===== src/rtl/sudoku_uart_loader.sv =====
// UART puzzle loader: 8N1 receiver plus ASCII digit parser.
// Emits one grid write per accepted digit, row-major 9x9.
module sudoku_uart_loader #(
    parameter int CLKS_PER_BIT = 868,
    parameter int NUM_CELLS    = 81
) (
    input  logic       board_clk,
    input  logic       Reset,
    input  logic       RxD,
    output logic       WrEn,
    output logic [3:0] WrRow,
    output logic [3:0] WrCol,
    output logic [3:0] WrValue,
    output logic       Loading,
    output logic       Done,
    output logic       FrameErr
);

    localparam int CW = $clog2(CLKS_PER_BIT);
    localparam logic [CW-1:0] CNT_FULL = CW'(CLKS_PER_BIT - 1);
    localparam logic [CW-1:0] CNT_HALF = CW'(CLKS_PER_BIT / 2 - 1);
    localparam logic [6:0] LAST_CELL = 7'(NUM_CELLS - 1);

    localparam logic [1:0] S_IDLE  = 2'd0;
    localparam logic [1:0] S_START = 2'd1;
    localparam logic [1:0] S_DATA  = 2'd2;
    localparam logic [1:0] S_STOP  = 2'd3;

    logic          meta_q, rxs_q, rxs_prev_q;
    logic [1:0]    state_q, state_d;
    logic [CW-1:0] cnt_q, cnt_d;
    logic [2:0]    bit_q, bit_d;
    logic [7:0]    shift_q, shift_d;
    logic          byte_vld_q, byte_vld_d;
    logic          ferr_q, ferr_d;

    logic          wr_en_q, wr_en_d;
    logic [3:0]    wr_row_q, wr_row_d;
    logic [3:0]    wr_col_q, wr_col_d;
    logic [3:0]    wr_val_q, wr_val_d;
    logic          loading_q, loading_d;
    logic          done_q, done_d;
    logic [3:0]    row_q, row_d;
    logic [3:0]    col_q, col_d;
    logic [6:0]    cell_q, cell_d;

    logic          is_digit, is_esc;
    logic [3:0]    digit_val;

    // Two-flop synchronizer plus a delayed copy for start-edge detection.
    // Held at idle-high in reset so leaving reset never looks like a start bit.
    always_ff @(posedge board_clk or posedge Reset) begin
        if (Reset) begin
            meta_q     <= 1'b1;
            rxs_q      <= 1'b1;
            rxs_prev_q <= 1'b1;
        end else begin
            meta_q     <= RxD;
            rxs_q      <= meta_q;
            rxs_prev_q <= rxs_q;
        end
    end

    // Receiver next-state: mid-bit sampling, LSB first, exit at mid stop bit.
    always_comb begin
        state_d    = state_q;
        cnt_d      = cnt_q + 1'b1;
        bit_d      = bit_q;
        shift_d    = shift_q;
        byte_vld_d = 1'b0;
        ferr_d     = ferr_q;
        unique case (state_q)
            S_IDLE: begin
                cnt_d = '0;
                if (rxs_prev_q && !rxs_q) state_d = S_START;
            end
            S_START: begin
                if (cnt_q == CNT_HALF) begin
                    cnt_d = '0;
                    bit_d = '0;
                    state_d = rxs_q ? S_IDLE : S_DATA;
                end
            end
            S_DATA: begin
                if (cnt_q == CNT_FULL) begin
                    cnt_d   = '0;
                    shift_d = {rxs_q, shift_q[7:1]};
                    bit_d   = bit_q + 1'b1;
                    if (bit_q == 3'd7) state_d = S_STOP;
                end
            end
            S_STOP: begin
                if (cnt_q == CNT_FULL) begin
                    cnt_d   = '0;
                    state_d = S_IDLE;
                    if (rxs_q) byte_vld_d = 1'b1;
                    else       ferr_d     = 1'b1;
                end
            end
            default: state_d = S_IDLE;
        endcase
    end

    // Receiver state registers.
    always_ff @(posedge board_clk or posedge Reset) begin
        if (Reset) begin
            state_q    <= S_IDLE;
            cnt_q      <= '0;
            bit_q      <= '0;
            shift_q    <= '0;
            byte_vld_q <= 1'b0;
            ferr_q     <= 1'b0;
        end else begin
            state_q    <= state_d;
            cnt_q      <= cnt_d;
            bit_q      <= bit_d;
            shift_q    <= shift_d;
            byte_vld_q <= byte_vld_d;
            ferr_q     <= ferr_d;
        end
    end

    // Byte classification; shift_q is stable while byte_vld_q is high.
    always_comb begin
        is_esc    = (shift_q == 8'h1B);
        is_digit  = (shift_q == 8'h2E) ||
                    (shift_q >= 8'h30 && shift_q <= 8'h39);
        digit_val = (shift_q == 8'h2E) ? 4'd0 : shift_q[3:0];
    end

    // Parser next-state: write strobe, cell counters, load status.
    always_comb begin
        wr_en_d   = 1'b0;
        wr_row_d  = wr_row_q;
        wr_col_d  = wr_col_q;
        wr_val_d  = wr_val_q;
        loading_d = loading_q;
        done_d    = done_q;
        row_d     = row_q;
        col_d     = col_q;
        cell_d    = cell_q;
        if (byte_vld_q) begin
            if (is_digit) begin
                wr_en_d  = 1'b1;
                wr_row_d = row_q;
                wr_col_d = col_q;
                wr_val_d = digit_val;
                if (cell_q == LAST_CELL) begin
                    row_d     = '0;
                    col_d     = '0;
                    cell_d    = '0;
                    done_d    = 1'b1;
                    loading_d = 1'b0;
                end else begin
                    cell_d    = cell_q + 1'b1;
                    done_d    = 1'b0;
                    loading_d = 1'b1;
                    if (col_q == 4'd8) begin
                        col_d = '0;
                        row_d = row_q + 1'b1;
                    end else begin
                        col_d = col_q + 1'b1;
                    end
                end
            end else if (is_esc) begin
                row_d     = '0;
                col_d     = '0;
                cell_d    = '0;
                loading_d = 1'b0;
            end
        end
    end

    // Parser registers; write outputs hold their last value between strobes.
    always_ff @(posedge board_clk or posedge Reset) begin
        if (Reset) begin
            wr_en_q   <= 1'b0;
            wr_row_q  <= '0;
            wr_col_q  <= '0;
            wr_val_q  <= '0;
            loading_q <= 1'b0;
            done_q    <= 1'b0;
            row_q     <= '0;
            col_q     <= '0;
            cell_q    <= '0;
        end else begin
            wr_en_q   <= wr_en_d;
            wr_row_q  <= wr_row_d;
            wr_col_q  <= wr_col_d;
            wr_val_q  <= wr_val_d;
            loading_q <= loading_d;
            done_q    <= done_d;
            row_q     <= row_d;
            col_q     <= col_d;
            cell_q    <= cell_d;
        end
    end

    assign WrEn     = wr_en_q;
    assign WrRow    = wr_row_q;
    assign WrCol    = wr_col_q;
    assign WrValue  = wr_val_q;
    assign Loading  = loading_q;
    assign Done     = done_q;
    assign FrameErr = ferr_q;

endmodule

===== config.mk =====
export PLATFORM = sky130hd
export DESIGN_NAME = sudoku_uart_loader
export DESIGN_NICKNAME = d
export VERILOG_FILES = /design/src/rtl/sudoku_uart_loader.sv
export SDC_FILE = /design/constraint.sdc
export NUM_CORES = 1
export LEC_CHECK = 0
export CORE_ASPECT_RATIO = 0.7
export CORE_MARGIN = 1
export CORE_UTILIZATION = 45
export CTS_BUF_LIST = sky130_fd_sc_hd__clkbuf_2
export CTS_CLUSTER_SIZE = 20
export DETAILED_ROUTE_END_ITERATION = 10
export PLACE_DENSITY = 0.69
export SETUP_SLACK_MARGIN = 0.1
export SYNTH_ARGS = -nofsm -noshare
export SYNTH_HDL_FRONTEND = slang
export SYNTH_SLANG_ARGS = --single-unit

===== constraint.sdc =====
create_clock -name board_clk -period 2 [get_ports board_clk]
set_input_delay 0.4 -clock board_clk [delete_from_list [all_inputs] [get_ports board_clk]]
set_output_delay 0.4 -clock board_clk [all_outputs]
set_load 0.01 [all_outputs]

==> flow_metrics.py <==
metrics = {
    "placed_design": {
        "place.port_buffers": 18,
        "gp_congestion": 0.798,
        "dp_hpwl_um": 3540,
        "place_ws_ns": 0.116,
        "placed_area_um2": 3150,
    },
    "synthesis": {
        "syn_area_um2": 2850,
        "syn-instance-count": 249,
        "syn_nets": 261,
        "yosysSeqAreaShare_pct": 51.1,
        "synth_warnings": 0,
        "async_flop_share_pct": 100,
        "synth_top_area_cell": "dfrtp_1",
        "synthFlopType": "dfrtp_1",
        "synth_enable_flop_cells": 0,
        "synth_cell_type_count": 60,
        "synth_top_area_share_pct": 48.3,
        "yosys-top-cells-area": "dfrtp_1 (48%), mux2_2 (4.7%), ha_1 (4.0%)",
        "synth_seq_cells": 58,
        "avgSynthCellArea_um2": 11.4,
    },
    "floorplanning": {
        "die_h_um": 68.6,
        "die_area_um2": 6660,
        "start_util_pct": 48.3,
        "dieWidth_um": 97.1,
        "row_count": 23,
        "num_io_pins": 19,
        "core_area_um2": 5900,
    },
    "timing": {
        "slew_viol_final": 0,
        "tightest_slew_ns": 0.467,
        "fmax_mhz": 547,
        "worst_hold_slack_ns": 0.265,
        "skew_ns": 0.0254,
        "grt_setup_unrepaired": "no",
        "setup_tns_ns": 0,
        "post-route-min-period_ns": 1.83,
        "worst_slack_ns": 0.173,
        "hold_viol": 0,
        "fin_crit_sh_pct": 91.4,
        "finalSetupViolCount": 0,
        "max_slew_margin_pct": 68.4,
    },
    "grt": {
        "grt_usage_pct": 17.3,
        "grt_max_degree": 59,
        "gr-total-overflow": 0,
        "grt_pass1_vias": 1752,
        "antenna_found_initial": 0,
        "grt_pass1_wl_um": 8680,
    },
    "worst_setup_path": {
        "crit_path_start_kind": "flip-flop",
        "cp_max_fo": 6,
        "path_class": "flip-flop to flip-flop",
        "arrival_ns": 2.21,
        "cp.required_ns": 2.38,
        "ff2ff_path_depth": 4,
        "worst_setup_path_end_kind": "flip-flop",
    },
    "final_layout": {
        "nets": 292,
        "antenna_cells": 0,
        "drive_above_1_share_pct": 21.8,
        "mostFrequentLayoutCells": "dfrtp_1 (55), nand3_1 (22), nor2_1 (18), clkdlybuf4s50_1 (18), inv_1 (16)",
        "final_area_um2": 3290,
        "final_common_cell": "dfrtp_1",
        "area_delta_synth_final_pct": 15.5,
    },
    "drt": {
        "drc_errors": 0,
        "vias": 1943,
        "drt_iter0_drc": 107,
        "drt_wl_total_um": 5380,
        "vias_per_cell": 5.40,
        "drtPass1Iterations": 4,
        "wl_per_cell_um": 14.9,
        "drtAntennaViolNets": 0,
    },
    "run": {
        "cap_violations": 0,
    },
    "clock_network": {
        "cts-root-buf": "clkbuf_2",
        "cts_hold_buf": 0,
        "insertion_delay_ns": 0.49,
        "htree_levels": 3,
        "cts_buffers": 9,
        "clockBufferDepth": 2,
        "cts_tree": "done",
        "path_clk_slew_ns": 0.17,
        "clock_sinks": 58,
    },
    "power_and_ir_drop": {
        "power_per_cell_area_nw_per_um2": 665,
        "sw_frac_of_total_pct": 26.8,
        "seq_power_share_pct": 59.6,
        "clockPowerShare_pct": 32.0,
        "p_leak_nw": 1.45,
        "power_frac_comb_pct": 8.4,
        "switchingPower_w": 0.000587,
        "p_total_w": 0.00219,
        "internal_power_w": 0.00160,
        "irDropWorstVdd_uv": 350,
    },
    "run_status": {
        "outcome": "finished, final reports clean",
    },
    "min_path": {
        "hold_path.class": "input pin to asynchronous set/reset pin",
    },
}
[area by class of cell]
type | count | area (um2)
fill | 515 | 2610
clock buffer | 11 | 55.1
clock inverter | 5 | 47.5
timing repair buffer | 28 | 280
multi-input combinational | 166 | 1290
sequential | 58 | 1460
inverter | 17 | 63.8
tap | 75 | 93.8
[metrics by stage]
step | cells | utilization, %
final | 360 | 55.7
after global routing | 360 | 55.7
after CTS | 357 | 55.2
after detailed placement | 341 | 53.3
after global placement | 341 | 53.3
after floorplan | 249 | -
[routing by layer]
layer	part of all wire (%)	global-route usage [%]	routed length, um	up-vias
li1	-	-	-	961
met1	54	25.9	2890	927
met2	40	22.1	2160	48
met3	4.7	5.65	253	7
met4	1.5	8.40	78	0
met5	0	0	0	-
[registers in the layout (all words and copies together) (netlist names), 3 cells and up, named ones only]
| signal | count |
|---|---|
| row_q | 4 |
| col_q | 4 |
| WrValue | 4 |
| shift_q | 8 |
| WrCol | 4 |
| cell_q | 7 |
| bit_q | 3 |
| WrRow | 4 |
| cnt_q | 10 |
[synthesized netlist by cell type, drive strengths merged, types with 2 or more instances]
master,count
o21ai,6
a31oi,13
clkbuf,4
and3,3
o2bb2ai,2
nand2,12
dfrtp,55
nand3b,2
buf,4
nor3b,2
dfstp,3
xnor2,7
inv,17
ha,9
mux2i,6
nor4bb,2
a32o,2
and2,4
a21boi,2
nand3,22
nor2,19
o22ai,4
nand4,6
mux2,17
xor2,4
[worst max-delay path: stages, from the launching register on]
cell and delay (ns):
dfrtp_1 0.46, nand4bb_4 0.27, or4_1 0.58, and2_4 0.22
a32o_1 0.20
[power by group through the flow]
stage | sequential [W] | clock [W] | combinational (W)
after CTS | 0.00130 | 0.000731 | 0.000164
after floorplan | 0.00130 | 0 | 0.000134
after global placement | 0.00132 | 0 | 0.000158
final | 0.00130 | 0.000700 | 0.000183
after global routing | 0.00131 | 0.000783 | 0.000207
after detailed placement | 0.00132 | 0 | 0.000164
[path summary, 6_finish.rpt]
check / from / to / slack [ns]
worst min register to register: meta_q$_DFF_PP1_ / rxs_q$_DFF_PP1_ / 0.36
worst max-delay path: shift_q[7]$_DFFE_PP0P_ / row_q[1]$_DFFE_PP0P_ / 0.17
max in group asynchronous: Reset / rxs_prev_q$_DFF_PP1_ / 1.40
worst max register to register: shift_q[7]$_DFFE_PP0P_ / row_q[1]$_DFFE_PP0P_ / 0.17
min in group board_clk: RxD / meta_q$_DFF_PP1_ / 0.32
worst min-delay path: Reset / shift_q[6]$_DFFE_PP0P_ / 0.27
[cell families after synthesis]
group | Yosys count | share of synthesized area (%)
xor+xnor | 11 | 3.38
compound gates | 38 | 10.1
fa+ha+maj | 9 | 3.95
simple gates | 85 | 17.9
flops | 58 | 51.1
buf+inv | 25 | 4.09
mux | 23 | 9.49
[repair_timing]
item	4_1_cts	5_1_grt
setup endpoints to repair	4	18
pin swaps	0	1
resized for setup	1	3
buffers inserted	0	3
Note: power is estimated with default switching activity, not from simulation.
